==> src/rtl/regfile_pkg.sv <==
// Shared constants and types for the integer register file and its scoreboard.
package regfile_pkg;

  localparam int unsigned XLEN_DEF  = 32;
  localparam int unsigned NREGS_DEF = 32;
  localparam int unsigned NRD_DEF   = 2;
  localparam int unsigned REG_ZERO  = 0;
  localparam int unsigned NWB       = 2;

  // Writeback port indices; the LSU port carries the younger result.
  typedef enum int unsigned {
    WB_ALU = 0,
    WB_LSU = 1
  } wb_port_e;

endpackage

==> src/rtl/regfile_sb_if.sv <==
// Decode-side bus of the register file: read ports, two writeback ports, issue and flush.
interface regfile_sb_if
  import regfile_pkg::*;
#(
  parameter int unsigned XLEN  = XLEN_DEF,
  parameter int unsigned NREGS = NREGS_DEF,
  parameter int unsigned NRD   = NRD_DEF
);
  localparam int unsigned AW = $clog2(NREGS);

  logic [NRD*AW-1:0]   rs_addr;
  logic [NRD*XLEN-1:0] rs_data;
  logic [NRD-1:0]      rs_busy;
  logic                we0;
  logic [AW-1:0]       wa0;
  logic [XLEN-1:0]     wd0;
  logic                we1;
  logic [AW-1:0]       wa1;
  logic [XLEN-1:0]     wd1;
  logic                iss_valid;
  logic [AW-1:0]       iss_rd;
  logic                flush;
  logic                busy_any;

  modport master (
    output rs_addr, we0, wa0, wd0, we1, wa1, wd1, iss_valid, iss_rd, flush,
    input  rs_data, rs_busy, busy_any
  );

  modport slave (
    input  rs_addr, we0, wa0, wd0, we1, wa1, wd1, iss_valid, iss_rd, flush,
    output rs_data, rs_busy, busy_any
  );

endinterface

==> src/rtl/regfile_scoreboard.sv <==
// Per-register busy tracking: flush clears all, issue sets, writeback clears, issue beats writeback.
module regfile_scoreboard
  import regfile_pkg::*;
#(
  parameter int unsigned NREGS    = NREGS_DEF,
  parameter int unsigned ZERO_REG = 1
) (
  input  logic                     clk,
  input  logic                     reset,
  input  logic                     we0,
  input  logic [$clog2(NREGS)-1:0] wa0,
  input  logic                     we1,
  input  logic [$clog2(NREGS)-1:0] wa1,
  input  logic                     iss_valid,
  input  logic [$clog2(NREGS)-1:0] iss_rd,
  input  logic                     flush,
  output logic [NREGS-1:0]         busy,
  output logic                     busy_any
);
  localparam int unsigned AW = $clog2(NREGS);

  logic [NREGS-1:0] busy_nxt;

  always_comb begin
    busy_nxt = busy;
    for (int r = 0; r < NREGS; r++) begin
      if (flush) begin
        busy_nxt[r] = 1'b0;
      end else if (iss_valid && (iss_rd == AW'(r))) begin
        busy_nxt[r] = 1'b1;
      end else if ((we0 && (wa0 == AW'(r))) || (we1 && (wa1 == AW'(r)))) begin
        busy_nxt[r] = 1'b0;
      end
    end
    if (ZERO_REG != 0) begin
      busy_nxt[REG_ZERO] = 1'b0;
    end
  end

  always_ff @(posedge clk) begin
    if (reset) begin
      busy     <= '0;
      busy_any <= 1'b0;
    end else begin
      busy     <= busy_nxt;
      busy_any <= |busy_nxt;
    end
  end

endmodule

==> src/rtl/regfile_sb.sv <==
// Multi-port integer register file with same-cycle write bypass and RAW scoreboard.
module regfile_sb
  import regfile_pkg::*;
#(
  parameter int unsigned XLEN     = XLEN_DEF,
  parameter int unsigned NREGS    = NREGS_DEF,
  parameter int unsigned NRD      = NRD_DEF,
  parameter int unsigned ZERO_REG = 1
) (
  input logic         clk,
  input logic         reset,
  regfile_sb_if.slave bus
);
  localparam int unsigned AW = $clog2(NREGS);

  logic [NWB-1:0]  wb_we;
  logic [AW-1:0]   wb_wa [NWB];
  logic [XLEN-1:0] wb_wd [NWB];
  logic [XLEN-1:0] mem   [NREGS];
  logic [NREGS-1:0] busy;

  assign wb_we[WB_ALU] = bus.we0;
  assign wb_wa[WB_ALU] = bus.wa0;
  assign wb_wd[WB_ALU] = bus.wd0;
  assign wb_we[WB_LSU] = bus.we1;
  assign wb_wa[WB_LSU] = bus.wa1;
  assign wb_wd[WB_LSU] = bus.wd1;

  // Ports written in index order so the LSU port lands last and wins a shared address.
  always_ff @(posedge clk) begin
    if (reset) begin
      for (int r = 0; r < NREGS; r++) begin
        mem[r] <= '0;
      end
    end else begin
      for (int p = 0; p < NWB; p++) begin
        if (wb_we[p] && !((ZERO_REG != 0) && (wb_wa[p] == AW'(REG_ZERO)))) begin
          mem[wb_wa[p]] <= wb_wd[p];
        end
      end
    end
  end

  regfile_scoreboard #(
    .NREGS    (NREGS),
    .ZERO_REG (ZERO_REG)
  ) u_scoreboard (
    .clk       (clk),
    .reset     (reset),
    .we0       (wb_we[WB_ALU]),
    .wa0       (wb_wa[WB_ALU]),
    .we1       (wb_we[WB_LSU]),
    .wa1       (wb_wa[WB_LSU]),
    .iss_valid (bus.iss_valid),
    .iss_rd    (bus.iss_rd),
    .flush     (bus.flush),
    .busy      (busy),
    .busy_any  (bus.busy_any)
  );

  for (genvar k = 0; k < NRD; k++) begin : g_rd
    logic [AW-1:0]   addr;
    logic            is_zero;
    logic            hit_alu;
    logic            hit_lsu;
    logic [XLEN-1:0] rd_data;

    assign addr    = bus.rs_addr[k*AW +: AW];
    assign is_zero = (ZERO_REG != 0) && (addr == AW'(REG_ZERO));
    assign hit_alu = wb_we[WB_ALU] && (wb_wa[WB_ALU] == addr);
    assign hit_lsu = wb_we[WB_LSU] && (wb_wa[WB_LSU] == addr);

    // Younger LSU result bypasses ahead of the ALU result, both ahead of the array.
    assign rd_data = is_zero ? '0 :
                     hit_lsu ? wb_wd[WB_LSU] :
                     hit_alu ? wb_wd[WB_ALU] : mem[addr];

    assign bus.rs_data[k*XLEN +: XLEN] = rd_data;
    assign bus.rs_busy[k] = busy[addr] && !hit_alu && !hit_lsu && !is_zero;
  end

endmodule
==> src/flat_wrapper.sv <==
// flat-port wrapper written by rule: the top's interface ports become plain ports
module regfile_sb_flat import regfile_pkg::*;
#(
  parameter int unsigned XLEN     = XLEN_DEF,
  parameter int unsigned NREGS    = NREGS_DEF,
  parameter int unsigned NRD      = NRD_DEF,
  parameter int unsigned ZERO_REG = 1
)
  (clk, reset, bus_rs_addr, bus_we0, bus_wa0, bus_wd0, bus_we1, bus_wa1, bus_wd1, bus_iss_valid, bus_iss_rd, bus_flush, bus_rs_data, bus_rs_busy, bus_busy_any);
  regfile_sb_if #(.XLEN(XLEN), .NREGS(NREGS), .NRD(NRD)) bus_i ();
  input logic clk;
  input logic reset;
  input wire logic [$bits(bus_i.rs_addr)-1:0] bus_rs_addr;
  input wire logic [$bits(bus_i.we0)-1:0] bus_we0;
  input wire logic [$bits(bus_i.wa0)-1:0] bus_wa0;
  input wire logic [$bits(bus_i.wd0)-1:0] bus_wd0;
  input wire logic [$bits(bus_i.we1)-1:0] bus_we1;
  input wire logic [$bits(bus_i.wa1)-1:0] bus_wa1;
  input wire logic [$bits(bus_i.wd1)-1:0] bus_wd1;
  input wire logic [$bits(bus_i.iss_valid)-1:0] bus_iss_valid;
  input wire logic [$bits(bus_i.iss_rd)-1:0] bus_iss_rd;
  input wire logic [$bits(bus_i.flush)-1:0] bus_flush;
  output wire logic [$bits(bus_i.rs_data)-1:0] bus_rs_data;
  output wire logic [$bits(bus_i.rs_busy)-1:0] bus_rs_busy;
  output wire logic [$bits(bus_i.busy_any)-1:0] bus_busy_any;
  assign bus_i.rs_addr = bus_rs_addr;
  assign bus_i.we0 = bus_we0;
  assign bus_i.wa0 = bus_wa0;
  assign bus_i.wd0 = bus_wd0;
  assign bus_i.we1 = bus_we1;
  assign bus_i.wa1 = bus_wa1;
  assign bus_i.wd1 = bus_wd1;
  assign bus_i.iss_valid = bus_iss_valid;
  assign bus_i.iss_rd = bus_iss_rd;
  assign bus_i.flush = bus_flush;
  assign bus_rs_data = bus_i.rs_data;
  assign bus_rs_busy = bus_i.rs_busy;
  assign bus_busy_any = bus_i.busy_any;
  regfile_sb #(.XLEN(XLEN), .NREGS(NREGS), .NRD(NRD), .ZERO_REG(ZERO_REG)) u_core (.clk(clk), .reset(reset), .bus(bus_i));
endmodule
==> config.mk <==
export PLATFORM = sky130hd
export DESIGN_NAME = regfile_sb_flat
export DESIGN_NICKNAME = d
export VERILOG_FILES = /design/src/rtl/regfile_pkg.sv /design/src/rtl/regfile_sb_if.sv /design/src/rtl/regfile_scoreboard.sv /design/src/rtl/regfile_sb.sv /design/src/flat_wrapper.sv
export SDC_FILE = /design/constraint.sdc
export NUM_CORES = 2
export LEC_CHECK = 0
export CORE_ASPECT_RATIO = 0.9
export CORE_UTILIZATION = 45
export DETAILED_ROUTE_END_ITERATION = 10
export PLACE_DENSITY = 0.65
export SETUP_SLACK_MARGIN = 0.5
export SYNTH_ARGS = -nofsm -noshare
export SYNTH_HDL_FRONTEND = slang
export SYNTH_HIERARCHICAL = 1
export SYNTH_SLANG_ARGS = --single-unit
==> constraint.sdc <==
create_clock -name clk -period 6.65 [get_ports clk]
set_input_delay 1.33 -clock clk [delete_from_list [all_inputs] [get_ports clk]]
set_output_delay 1.33 -clock clk [all_outputs]
set_load 0.02 [all_outputs]
==> load_flow_metrics.sql <==
INSERT INTO impl_metrics (metric_group, metric, value, unit) VALUES
('die', 'die_y', '354', 'um'),
('place', 'dp_hpwl', '147000', 'um'),
('grt', 'track_usage', '32.0', '%'),
('timing', 'fmax', '161', 'MHz'),
('power', 'clock_power_share', '39.3', '%'),
('synthesis', 'synth_cell_type_count', '67', ''),
('timing', 'final.setup_skew', '8.70', 'ps'),
('drt', 'detailroute.via_count', '46100', ''),
('drt', 'first_iter_violations', '6851', ''),
('grt', 'grt_pass1_wl', '325000', 'um'),
('critical_path', 'timing.critical_path.slowest_cell_delay', '880', 'ps'),
('grt', 'first_global_vias', '44200', ''),
('die', 'design.portCount', '162', ''),
('job', 'max_cap_viol_count', '0', ''),
('synthesis', 'dominant_register_cell_in_the_synthesized_netlist', 'sky130_fd_sc_hd__edfxtp_1', ''),
('place', 'placement.setup.worst_slack', '478', 'ps'),
('power', 'power', '17.2', 'mW'),
('timing', 'layout_setup_ws', '429', 'ps'),
('critical_path', 'worstReg2RegStart', 'u_core/u_scoreboard/busy[25]$_SDFF_PP0_', ''),
('timing', 'final-setup-viol-count', '0', ''),
('drt', 'route.detailed.vias_per_inst', '7.44', ''),
('synthesis', 'ys.warnings.count', '6', ''),
('power', 'power.density_cell_area', '246', 'mW/mm2'),
('synthesis', 'async_reset_ff_share', '0', '%'),
('clock_network', 'cts-buffers-inserted', '116', ''),
('power', 'power_leakage', '24.1', 'nW'),
('clock_network', 'number_of_levels_the_h_tree_was_split_into', '3', ''),
('outcome', 'result_of_the_run', 'completed', ''),
('finish', 'design.final.nets', '4368', ''),
('min_path', 'hold_depth', '2', ''),
('drt', 'drtAntennaViolNets', '0', ''),
('synthesis', 'synth_largest_area_cell', 'sky130_fd_sc_hd__edfxtp_1', ''),
('critical_path', 'slowest_stage_cell_cp', 'sky130_fd_sc_hd__nor4_1', ''),
('critical_path', 'r2r.worst_path.cells', '6', ''),
('grt', 'gr-total-overflow', '0', ''),
('synthesis', 'yosysSeqAreaShare', '50.5', '%'),
('timing', 'timing_max_transition_violations_final', '0', ''),
('critical_path', 'required', '5320', 'ps'),
('drt', 'post_drt_wl_per_cell', '37.2', 'um'),
('die', 'rows', '128', ''),
('critical_path', 'critical_path.startpoint_type', 'primary input', ''),
('clock_network', 'cts.sinks', '1056', ''),
('synthesis', 'syn_area', '0.0621', 'mm2'),
('clock_network', 'cts_tree', 'done', ''),
('critical_path', 'setup.reg_to_reg.worst_slack', '5150', 'ps'),
('critical_path', 'critical_path.cell_chain', 'clkdlybuf4s50_1 -> buf_4 -> xnor2_1 -> and3_1 -> buf_4 -> nor4_1 -> a221o_1 -> clkdlybuf4s50_1', ''),
('timing', 'final.setup.tns', '0', 'ps'),
('grt', 'antenna_found_initial', '5', ''),
('clock_network', 'cts.path.max_buffers', '3', ''),
('timing', 'timing.hold.ws', '646', 'ps'),
('synthesis', 'synth-edff-count', '1024', ''),
('timing', 'rsz0062_at_grt', 'no', ''),
('synthesis', 'postSynthRegisterBits', '1056', ''),
('critical_path', 'worstSetupEndpointType', 'output port', ''),
('min_path', 'hp-start', 'u_core/u_scoreboard/busy[9]$_SDFF_PP0_', ''),
('critical_path', 'crit_arrival', '4890', 'ps'),
('grt', 'grt_start_max_net_pins', '59', ''),
('drt', 'drt-pass1-iter-count', '7', ''),
('die', 'core_footprint', '0.136', 'mm2'),
('die', 'area_of_the_die', '0.140', 'mm2'),
('clock_network', 'clockRootBuffer', 'sky130_fd_sc_hd__clkbuf_16', ''),
('timing', 'worst-slew-pin-transition', '1230', 'ps'),
('timing', 'period_share', '93.5', '%'),
('finish', 'syn_to_final_growth', '12.8', '%'),
('place', 'portBuffers', '161', ''),
('finish', 'final_core_utilization', '51.5', '%'),
('clock_network', 'cts_hold_repair.buffers', '0', ''),
('critical_path', 'worstReg2RegEnd', 'u_core/u_scoreboard/busy_any$_SDFF_PP0_', ''),
('min_path', 'hold_path_class', 'reg2reg', ''),
('die', 'initial_core_util', '45.6', '%'),
('timing', 'timing_hold_violations_final', '0', '');
[Yosys cell counts (all sizes together) (3+ instances only)]
cell and number:
a211o 6, a211oi 64, a21oi 30, a221o 62, a221oi 90, a22o 1054, a22oi 3, and2 6
and4b 7, and4bb 6, buf 280, clkbuf 435, dfxtp 32, edfxtp 1024, mux2 123, mux2i 190
mux4 410, nand2 77, nand2b 35, nand3 3, nand3b 7, nand4 9, nor2 104, nor2b 11
nor3 40, nor3b 7, nor4 65, nor4b 4, o211a 60, o21ai 8, o221ai 64, o22ai 3
or2 5, or3 18, or3b 5, xnor2 12, xor2 8
[worst max-delay path by stage]
stage	start	slack, ps	to
after CTS	bus_rs_addr[2]	540	bus_rs_data[9]
after floorplan	reset	1760	u_core/mem[12][0]$_DFFE_PP_
after detailed placement	bus_rs_addr[4]	480	bus_rs_data[9]
after global routing	bus_wa0[3]	540	bus_rs_data[35]
after global placement	bus_rs_addr[2]	430	bus_rs_data[9]
final	bus_wa0[4]	430	bus_rs_data[53]
[layout by cell type (no fill, tap or decap), drive strengths merged, types with 8 or more instances in the layout]
cell type | synthesis | routed
inv | 2 | 8
a211oi | 64 | 64
nor3 | 40 | 40
a22o | 1054 | 1054
o21ai | 8 | 8
xor2 | 8 | 8
nand2b | 35 | 35
clkinv | 0 | 56
nor2b | 11 | 12
nand2 | 77 | 77
o211a | 60 | 60
xnor2 | 12 | 12
a221oi | 90 | 90
dfxtp | 32 | 32
bufinv | 0 | 18
edfxtp | 1024 | 1024
mux2 | 123 | 123
a221o | 62 | 62
o221ai | 64 | 64
nor2 | 104 | 104
a21oi | 30 | 30
or3 | 18 | 18
mux2i | 190 | 190
clkbuf | 435 | 132
nor4 | 65 | 65
nand4 | 9 | 9
clkdlybuf4s50 | 0 | 138
conb | 2 | 33
mux4 | 410 | 410
buf | 280 | 307
[registers in the layout (all words and copies together), names as in the netlist]
register	cells
u_core/u_scoreboard/busy_any	1
u_core/mem	1024
u_core/u_scoreboard/busy	31
[stage by stage]
stage / std cells / area, um2
floorplan: 4421 / 62200
global placement: 5972 / 66100
detailed placement: 5972 / 66100
CTS: 6189 / 70000
global route: 6193 / 70100
finish: 6196 / 70100
[final cells by class]
cell class / count / area, um2
repair buffers: 448 / 4100
clock buffers: 132 / 2980
well taps: 1820 / 2280
clock inverters: 85 / 943
diodes: 4 / 10.0
inverters: 2 / 7.51
flip-flops and latches: 1056 / 31400
fillers: 11300 / 66100
multi-input cells: 2649 / 28400
[layer usage]
| layer | up-vias | GRT usage [%] | share of wire (%) |
|---|---|---|---|
| met2 | 3597 | 47.4 | 44 |
| met3 | 543 | 10.4 | 15 |
| li1 | 18300 | - | - |
| met4 | 6 | 12.1 | 3.9 |
| met5 | - | 0 | 0.018 |
| met1 | 23600 | 43.7 | 37 |
[power groups by stage]
stage	clock, mW	sequential (mW)	combinational, mW
2_1_floorplan	0	7.94	1.53
3_3_place_gp	0	7.98	2.50
3_5_place_dp	0	8.01	2.51
4_1_cts	6.79	7.87	2.51
5_1_grt	7.04	7.92	2.65
6_report	6.77	7.88	2.59
[timing repair]
action	4_1_cts	5_1_grt
setup buffers	0	2
setup endpoints to repair	1	10
gates resized for setup	1	6
cloned	0	1
pin swaps	0	0
[critical path: cells and delay by family]
kind / cells / cell delay [ps]
AND/OR/NAND/NOR: 2 / 1250
XOR/XNOR: 1 / 90
buffers and inverters: 4 / 1940
AO/OA/AOI/OAI: 1 / 220
[cells by family after synthesis]
logic type	Yosys count	share of synthesized area (%)
buf+inv	717	4.97
compound gates	1452	20.4
other cells	2	0.0121
simple gates	420	3.69
xor+xnor	20	0.282
mux	723	20.2
flops	1056	50.5
No activity file was read; power rests on OpenSTA's default activity.
